**src/rtl/adc_fnd_display.sv**
```systemverilog
// ADC sample display block: 4-sample moving average and a decaying peak hold.
// The selected value is shown on two 7-segment hex digits.
// Ports:
//   clk, rst            - clock; asynchronous active-high reset
//   adc_data, adc_valid - ADC sample and its single-cycle strobe
//   mode                - 0 shows the moving average, 1 shows the peak
//   clr_peak            - clears the peak register
//   disp_value          - value currently shown (registered)
//   avg_valid           - high once four samples have been accumulated
//   led                 - toggles on every accepted sample
//   fnd_out1, fnd_out2  - active-low {g,f,e,d,c,b,a} codes for the high and low nibble
module adc_fnd_display #(
  parameter int unsigned PEAK_HOLD = 50_000_000
) (
  input  logic       clk,
  input  logic       rst,
  input  logic [7:0] adc_data,
  input  logic       adc_valid,
  input  logic       mode,
  input  logic       clr_peak,
  output logic [7:0] disp_value,
  output logic       avg_valid,
  output logic       led,
  output logic [6:0] fnd_out1,
  output logic [6:0] fnd_out2
);

  localparam int unsigned DATA_W = 8;
  localparam int unsigned SUM_W  = 10;
  localparam int unsigned HOLD_W = (PEAK_HOLD > 2) ? $clog2(PEAK_HOLD) : 1;
  localparam logic [HOLD_W-1:0] HOLD_RELOAD = HOLD_W'(PEAK_HOLD - 1);
  localparam logic [6:0] SEG_ZERO = 7'b1000000;

  typedef enum logic {
    FILL = 1'b0,
    RUN  = 1'b1
  } state_t;

  state_t state, state_next;

  logic [DATA_W-1:0] samples [4];
  logic [1:0]        wr_ptr;
  logic [2:0]        fill_cnt;
  logic [SUM_W-1:0]  sum;
  logic [DATA_W-1:0] peak;
  logic [HOLD_W-1:0] hold_cnt;

  logic [DATA_W-1:0] avg_c;
  logic [SUM_W-1:0]  sum_next_c;

  // Truncated average; unfilled entries are zero, so FILL shows partial averages
  assign avg_c = sum[SUM_W-1:2];
  // The evicted entry is always part of sum, so the subtraction cannot underflow
  assign sum_next_c = sum + SUM_W'(adc_data) - SUM_W'(samples[wr_ptr]);

  // Hex digit to active-low segment code
  function automatic logic [6:0] hex_to_seg(input logic [3:0] nib);
    logic [6:0] seg;
    seg = SEG_ZERO;
    case (nib)
      4'h0: seg = 7'b1000000;
      4'h1: seg = 7'b1111001;
      4'h2: seg = 7'b0100100;
      4'h3: seg = 7'b0110000;
      4'h4: seg = 7'b0011001;
      4'h5: seg = 7'b0010010;
      4'h6: seg = 7'b0000010;
      4'h7: seg = 7'b1111000;
      4'h8: seg = 7'b0000000;
      4'h9: seg = 7'b0010000;
      4'hA: seg = 7'b0001000;
      4'hB: seg = 7'b0000011;
      4'hC: seg = 7'b1000110;
      4'hD: seg = 7'b0100001;
      4'hE: seg = 7'b0000110;
      4'hF: seg = 7'b0001110;
      default: seg = SEG_ZERO;
    endcase
    return seg;
  endfunction

  // State register
  always_ff @(posedge clk or posedge rst) begin
    if (rst) state <= FILL;
    else     state <= state_next;
  end

  // Next state: leave FILL on the fourth accepted sample, stay in RUN
  always_comb begin
    state_next = state;
    case (state)
      FILL: if (adc_valid && fill_cnt == 3'd3) state_next = RUN;
      RUN:  state_next = RUN;
      default: state_next = FILL;
    endcase
  end

  // Sample buffer, running sum, fill count, led and avg_valid
  always_ff @(posedge clk or posedge rst) begin
    if (rst) begin
      for (int i = 0; i < 4; i++) samples[i] <= '0;
      wr_ptr    <= '0;
      fill_cnt  <= '0;
      sum       <= '0;
      led       <= 1'b0;
      avg_valid <= 1'b0;
    end else begin
      avg_valid <= (state_next == RUN);
      if (adc_valid) begin
        samples[wr_ptr] <= adc_data;
        wr_ptr          <= wr_ptr + 2'd1;
        sum             <= sum_next_c;
        led             <= ~led;
        if (state == FILL) fill_cnt <= fill_cnt + 3'd1;
      end
    end
  end

  // Peak hold: clear/new peak reload the hold timer; expiry decays to the average
  always_ff @(posedge clk or posedge rst) begin
    if (rst) begin
      peak     <= '0;
      hold_cnt <= HOLD_RELOAD;
    end else if (clr_peak) begin
      peak     <= adc_valid ? adc_data : '0;
      hold_cnt <= HOLD_RELOAD;
    end else if (adc_valid && adc_data > peak) begin
      peak     <= adc_data;
      hold_cnt <= HOLD_RELOAD;
    end else if (hold_cnt == '0) begin
      peak     <= avg_c;
      hold_cnt <= HOLD_RELOAD;
    end else begin
      hold_cnt <= hold_cnt - HOLD_W'(1);
    end
  end

  // Display value one edge after sum/peak, segment codes one edge after that
  always_ff @(posedge clk or posedge rst) begin
    if (rst) begin
      disp_value <= '0;
      fnd_out1   <= SEG_ZERO;
      fnd_out2   <= SEG_ZERO;
    end else begin
      disp_value <= mode ? peak : avg_c;
      fnd_out1   <= hex_to_seg(disp_value[7:4]);
      fnd_out2   <= hex_to_seg(disp_value[3:0]);
    end
  end

endmodule

```
**config.mk**
```make
export PLATFORM = sky130hd
export DESIGN_NAME = adc_fnd_display
export DESIGN_NICKNAME = d
export VERILOG_FILES = /design/src/rtl/adc_fnd_display.sv
export SDC_FILE = /design/constraint.sdc
export NUM_CORES = 1
export LEC_CHECK = 0
export BUFFER_PORTS_ARGS = -buffer_cell sky130_fd_sc_hd__clkbuf_2
export CAP_MARGIN = 20
export CORE_MARGIN = 10
export CORE_UTILIZATION = 55
export CTS_CLUSTER_SIZE = 10
export DETAILED_ROUTE_END_ITERATION = 7
export MAX_ROUTING_LAYER = met4
export PLACE_DENSITY = 0.73
export SETUP_SLACK_MARGIN = 0.05
export SYNTH_ARGS = -nofsm -noshare
export SYNTH_HDL_FRONTEND = slang
export SYNTH_SLANG_ARGS = --single-unit
export TNS_END_PERCENT = 50
```
**constraint.sdc**
```tcl
create_clock -name clk -period 3.2 [get_ports clk]
set_input_delay 0 -clock clk [delete_from_list [all_inputs] [get_ports clk]]
set_output_delay 0 -clock clk [all_outputs]
set_load 0.05 [all_outputs]
```
---- Yosys cells after proc, flatten, opt, wreduce, memory -nomap -nowiden ----
Memories as Yosys holds them, arrays and structs flattened. A register that Yosys moved wholly into a read port is not among the register bits.
Cells that the tools add are included.
storage, ports and cells
  register bits after elaboration ......... 91
  bits of input ports ..................... 13
  ROM bits ................................ 224
  word-level logic and storage cells ...... 48
  output and inout port bits .............. 24
  memories kept ........................... 2
memory list
  memory            words  width  read ports  clocked after Yosys merged registers in  write ports  line  RTL
  (name not given)  16     7      1           1                                        0            60    case (nib)
  (name not given)  16     7      1           1                                        0            60
operators by class
  reduce and logical (&&, ||, !) cells .... 6
  $add $sub $neg .......................... 5
  equality and inequality tests ........... 1
  mux-type cells .......................... 16
  bitwise gates (word level) .............. 3
  magnitude comparators ................... 3
operator list
  kind                     number
  $mux W26                 3
  $mux W8                  8
  $bwmux W32               1
  $logic_not A26 Y1        1
  $sub A26 B1 Y26 const B  1
  $bmux W8 S2              1
  $demux W8 S2             1
  $add A10 B8 Y10          1
  $sub A10 B8 Y10          1
  $gt A8 B8 Y1             1
  $add A3 B1 Y3 const B    1
  $eq A3 B2 Y1 const B     1
  $ge A3 B3 Y1 const B     1
  $logic_and A1 B1 Y1      3
  $lt A3 B1 Y1 const B     1
  $not A2 Y3               1
  $reduce_bool A3 Y1       1
  $add A2 B1 Y2 const B    1
  $not A1 Y1               2
  $pmux W1 S2              1
  $reduce_and A2 Y1        1
  $mux W1                  1

---- Longest topological paths before layout ----
  depth after elaboration ................. 6
  mapped depth ............................ 13
  depth with buffers taken out ............ 12

---- Worst setup path after synthesis ----
Ideal clock, no wire load.
  path type ............................... reg-to-reg
  from .................................... reg wr_ptr[0]
  to ...................................... reg sum[7]
  stages on the path, launching flop included .. 12
  period minus slack after synthesis ...... 3.532 ns
  arrival ................................. 3.396 ns
  setup time .............................. 0.136 ns
  data required time ...................... 3.064 ns
  slack ................................... -0.332 ns
  buffers on the path ..................... 1
  cell sequence ........................... dfrtp_1 clkbuf_1 mux4_2 fa_1 inv_1 ha_1 and3_1 a221o_1 a2111oi_0 a21oi_1 xnor2_1 a21oi_1
on the way
  longest elaborated chain between the ends .. 5
ends and longest elaborated chain
  what                                         line  RTL
  from (decl)                                  42    logic [1:0] wr_ptr;
  from (signal assigned)                       111   wr_ptr <= wr_ptr + 2'd1;
  $not A2 Y3 (not written as such)             54    assign sum_next_c = sum + SUM_W'(adc_data) - SUM_W'(samples[wr_ptr]);
  $bmux W8 S2                                  54
  $mux W8 (not written as such) (2 in series)  54
  $sub A10 B8 Y10                              54
  to (signal assigned)                         112   sum <= sum_next_c;
  to (decl)                                    44    logic [SUM_W-1:0] sum;
Every way passes these cells. The select of a mux whose other input is x is not followed.
A chain may end at the register's enable or synchronous reset.

---- Worst setup path after layout ----
  from .................................... reg wr_ptr[0]
  to ...................................... reg sum[9]
Same word-level chain as after synthesis.

==> flow_summary.json <==
{
  "grt_antenna_before_repair": 0,
  "dieArea_um2": 14900,
  "path_max_fanout": 4,
  "hpwlAfterDp_um": 7860,
  "intPower_w": 0.00448,
  "syn_area_um2": 5710,
  "htreeDepth": 3,
  "fin_worst_skew_ps": 9.97,
  "clockBufferDepth": 2,
  "p_sw_w": 0.00325,
  "core_area_um2": 10200,
  "cts-root-buf": "clkbuf_8",
  "final_layout_size_suffix_gt1_frac": 0.231,
  "setup_viol": 0,
  "hold_path_end": "sum[0]",
  "netlist_instances": 542,
  "clkPwrFrac": 0.108,
  "wl_per_cell_um": 14.6,
  "worst_slew_pin_slew_ps": 514,
  "grt_pass1_wl_um": 18400,
  "whs_path_depth": 4,
  "drtIter0Drc": 191,
  "required_ps": 3490,
  "fp.dieW_um": 122,
  "fin_cells": 746,
  "end_kind": "register",
  "grt_start_max_net_pins": 86,
  "min_from": "adc_data[0]",
  "ir_worst_vdd_mv": 0.663,
  "port_buffers": 36,
  "synth_fp_nets": 601,
  "drv_slew": 0,
  "clock_sinks": 105,
  "ff2ff_setup_slack_ps": 60,
  "setup-tns-final_ps": 0,
  "place_area_um2": 6100,
  "stdcell_area_um2": 6560,
  "die_y_um": 122,
  "place_ws_ps": -125,
  "synth_seq_cells": 105,
  "final_nets": 664,
  "drt_pass1_iterations": 5,
  "power.total_w": 0.00773,
  "reg2regPathDepth": 11,
  "critPathLaunchType": "register",
  "synth-edff-count": 0,
  "wirelength_um": 10900,
  "finalHoldViolCount": 0,
  "grt_pass1_vias": 3935,
  "finalCriticalPeriod_ps": 3140,
  "overflow": 0,
  "outcome": "complete, no violations",
  "dp.cells": 713,
  "pin_count": 37,
  "vias_per_cell": 5.34,
  "rr_startpoint": "wr_ptr[0]",
  "worstPathArrival_ps": 3440,
  "syn_to_final_growth_pct": 14.9,
  "drc": 0,
  "reg2reg_to": "sum[9]",
  "initial_core_util": 0.558,
  "synthArstFlopShare": 1.00,
  "clk_latency_ps": 380,
  "swShare": 0.420,
  "grt_setup_unrepaired": "true",
  "ys_warn_count": 0,
  "path_clk_slew_ps": 90,
  "hold_path_class": "input port to register",
  "gp_congestion": 0.879,
  "seq_area_frac_synth": 0.465,
  "drv_cap": 0,
  "worstSetupPathType": "register to register",
  "p_per_area_nw_per_um2": 1180,
  "vias": 3980,
  "cts_buffers": 9,
  "syn_avg_cell_area_um2": 10.5,
  "num_rows": 37,
  "ant_nets": 0,
  "setup_slack_ps": 56.5,
  "relSlewSlack": 0.656,
  "power_frac_comb": 0.608,
  "grt_usage": 0.157,
  "power.leakage_nw": 3.02,
  "ys.flop_type": "dfrtp_1",
  "tritoncts": "yes",
  "synth.distinct_cells": 61,
  "diodes": 0,
  "fin_crit_sh": 0.982,
  "pwr-share-seq": 0.284,
  "fmax_mhz": 318
}
==> layout by cell type, fill, tap and decap left out, drive strengths merged, types with 5 or more instances in the layout <==
| cell | netlist | layout |
|---|---|---|
| dfrtp | 85 | 85 |
| buf | 7 | 25 |
| o21ai | 48 | 48 |
| clkbuf | 13 | 47 |
| xnor2 | 21 | 21 |
| dfstp | 20 | 20 |
| mux2i | 12 | 12 |
| dlygate4sd3 | 0 | 11 |
| xor2 | 9 | 9 |
| nor2 | 28 | 28 |
| mux2 | 9 | 9 |
| nor3 | 13 | 13 |
| inv | 55 | 55 |
| a22oi | 6 | 6 |
| nand2 | 73 | 73 |
| nor4 | 5 | 5 |
| ha | 38 | 38 |
| a21oi | 14 | 14 |
| nor2b | 7 | 7 |
| mux4 | 10 | 10 |
| fa | 8 | 8 |
==> area by class of cell <==
| class | instances | area [µm²] |
|---|---|---|
| fill | 785 | 3670 |
| multi-input combinational | 362 | 2820 |
| sequential | 105 | 2660 |
| timing repair buffer | 72 | 510 |
| inverter | 55 | 209 |
| tap | 136 | 170 |
| clock buffer | 11 | 141 |
| clock inverter | 5 | 55.1 |
==> power by group through the flow <==
stage | Sequential (W) | Combinational [W] | Clock [W]
2_1_floorplan | 0.00251 | 0.00281 | 0
3_3_place_gp | 0.00220 | 0.00405 | 0
3_5_place_dp | 0.00223 | 0.00421 | 0
4_1_cts | 0.00220 | 0.00432 | 0.000857
5_1_grt | 0.00226 | 0.00525 | 0.000897
6_report | 0.00219 | 0.00470 | 0.000836
==> stage by stage <==
step	utilization	hold slack, ps
4_1_cts	0.628	1.63
2_1_floorplan	-	86.5
6_report	0.641	14.2
3_3_place_gp	0.596	289
5_1_grt	0.641	41.4
3_5_place_dp	0.596	302
==> kinds of logic (layout without fill, tap and decap cells) <==
group	after synthesis	in the layout	share of synthesized area
AND/OR/NAND/NOR	154	154	0.134
flip-flops	105	105	0.465
AO/OA/AOI/OAI	101	101	0.111
buffers and inverters	75	143	0.0552
adder cells (fa/ha/maj)	46	46	0.111
multiplexers	31	31	0.0782
XOR/XNOR	30	30	0.0460
==> repair_timing <==
action	CTS	global route
endpoints found under the setup margin	4	6
pin swaps	1	12
resized for setup	3	12
hold endpoints to repair	79	0
hold buffers	11	0
buffers inserted	2	3
==> cells in the mapped netlist (all sizes together) (8+ instances only) <==
cell type  instances  area share
mux4              10       0.039
a21oi             14       0.012
inv               55       0.036
nor3              13       0.015
fa                 8       0.028
mux2i             12       0.021
dfstp             20       0.092
xnor2             21       0.032
o21ai             48       0.042
xor2               9       0.014
mux2               9       0.018
nand2             73       0.048
nor2              28       0.020
dfrtp             85        0.37
ha                38       0.083
clkbuf            13      0.0085
==> registers in the layout, indices dropped and copies added (netlist names) <==
signal      flops
samples        32
hold_cnt       26
sum            10
disp_value      8
peak            8
fnd_out1        7
fnd_out2        7
fill_cnt        3
wr_ptr          2
avg_valid       1
led             1
==> layer usage <==
layer  routed length [µm]  track usage  vias to the layer above
li1                     -            -                     1973
met1                 4890        0.190                     1934
met2                 5340        0.250                       58
met3                  478       0.0333                       15
met4                  186       0.0648                        0
met5                    0            -                        -
==> worst max path at each step <==
stage / end / slack, ps / from
2_1_floorplan: sum[7] / 50 / wr_ptr[0]
3_3_place_gp: sum[7] / -50 / wr_ptr[0]
3_5_place_dp: sum[9] / -130 / wr_ptr[0]
4_1_cts: sum[9] / 6 / wr_ptr[0]
5_1_grt: sum[9] / -80 / wr_ptr[0]
6_report: sum[9] / 60 / wr_ptr[0]
==> worst max-delay path, cell delays in order, from the launching register on <==
cell	delay, ps
dfrtp_2	420
buf_12	120
mux4_2	500
fa_1	490
inv_1	60
ha_4	240
buf_4	130
a221o_1	390
o22a_1	240
a21oi_2	140
xnor2_1	80
o32ai_1	240
Power figures use the tool's default switching activity.
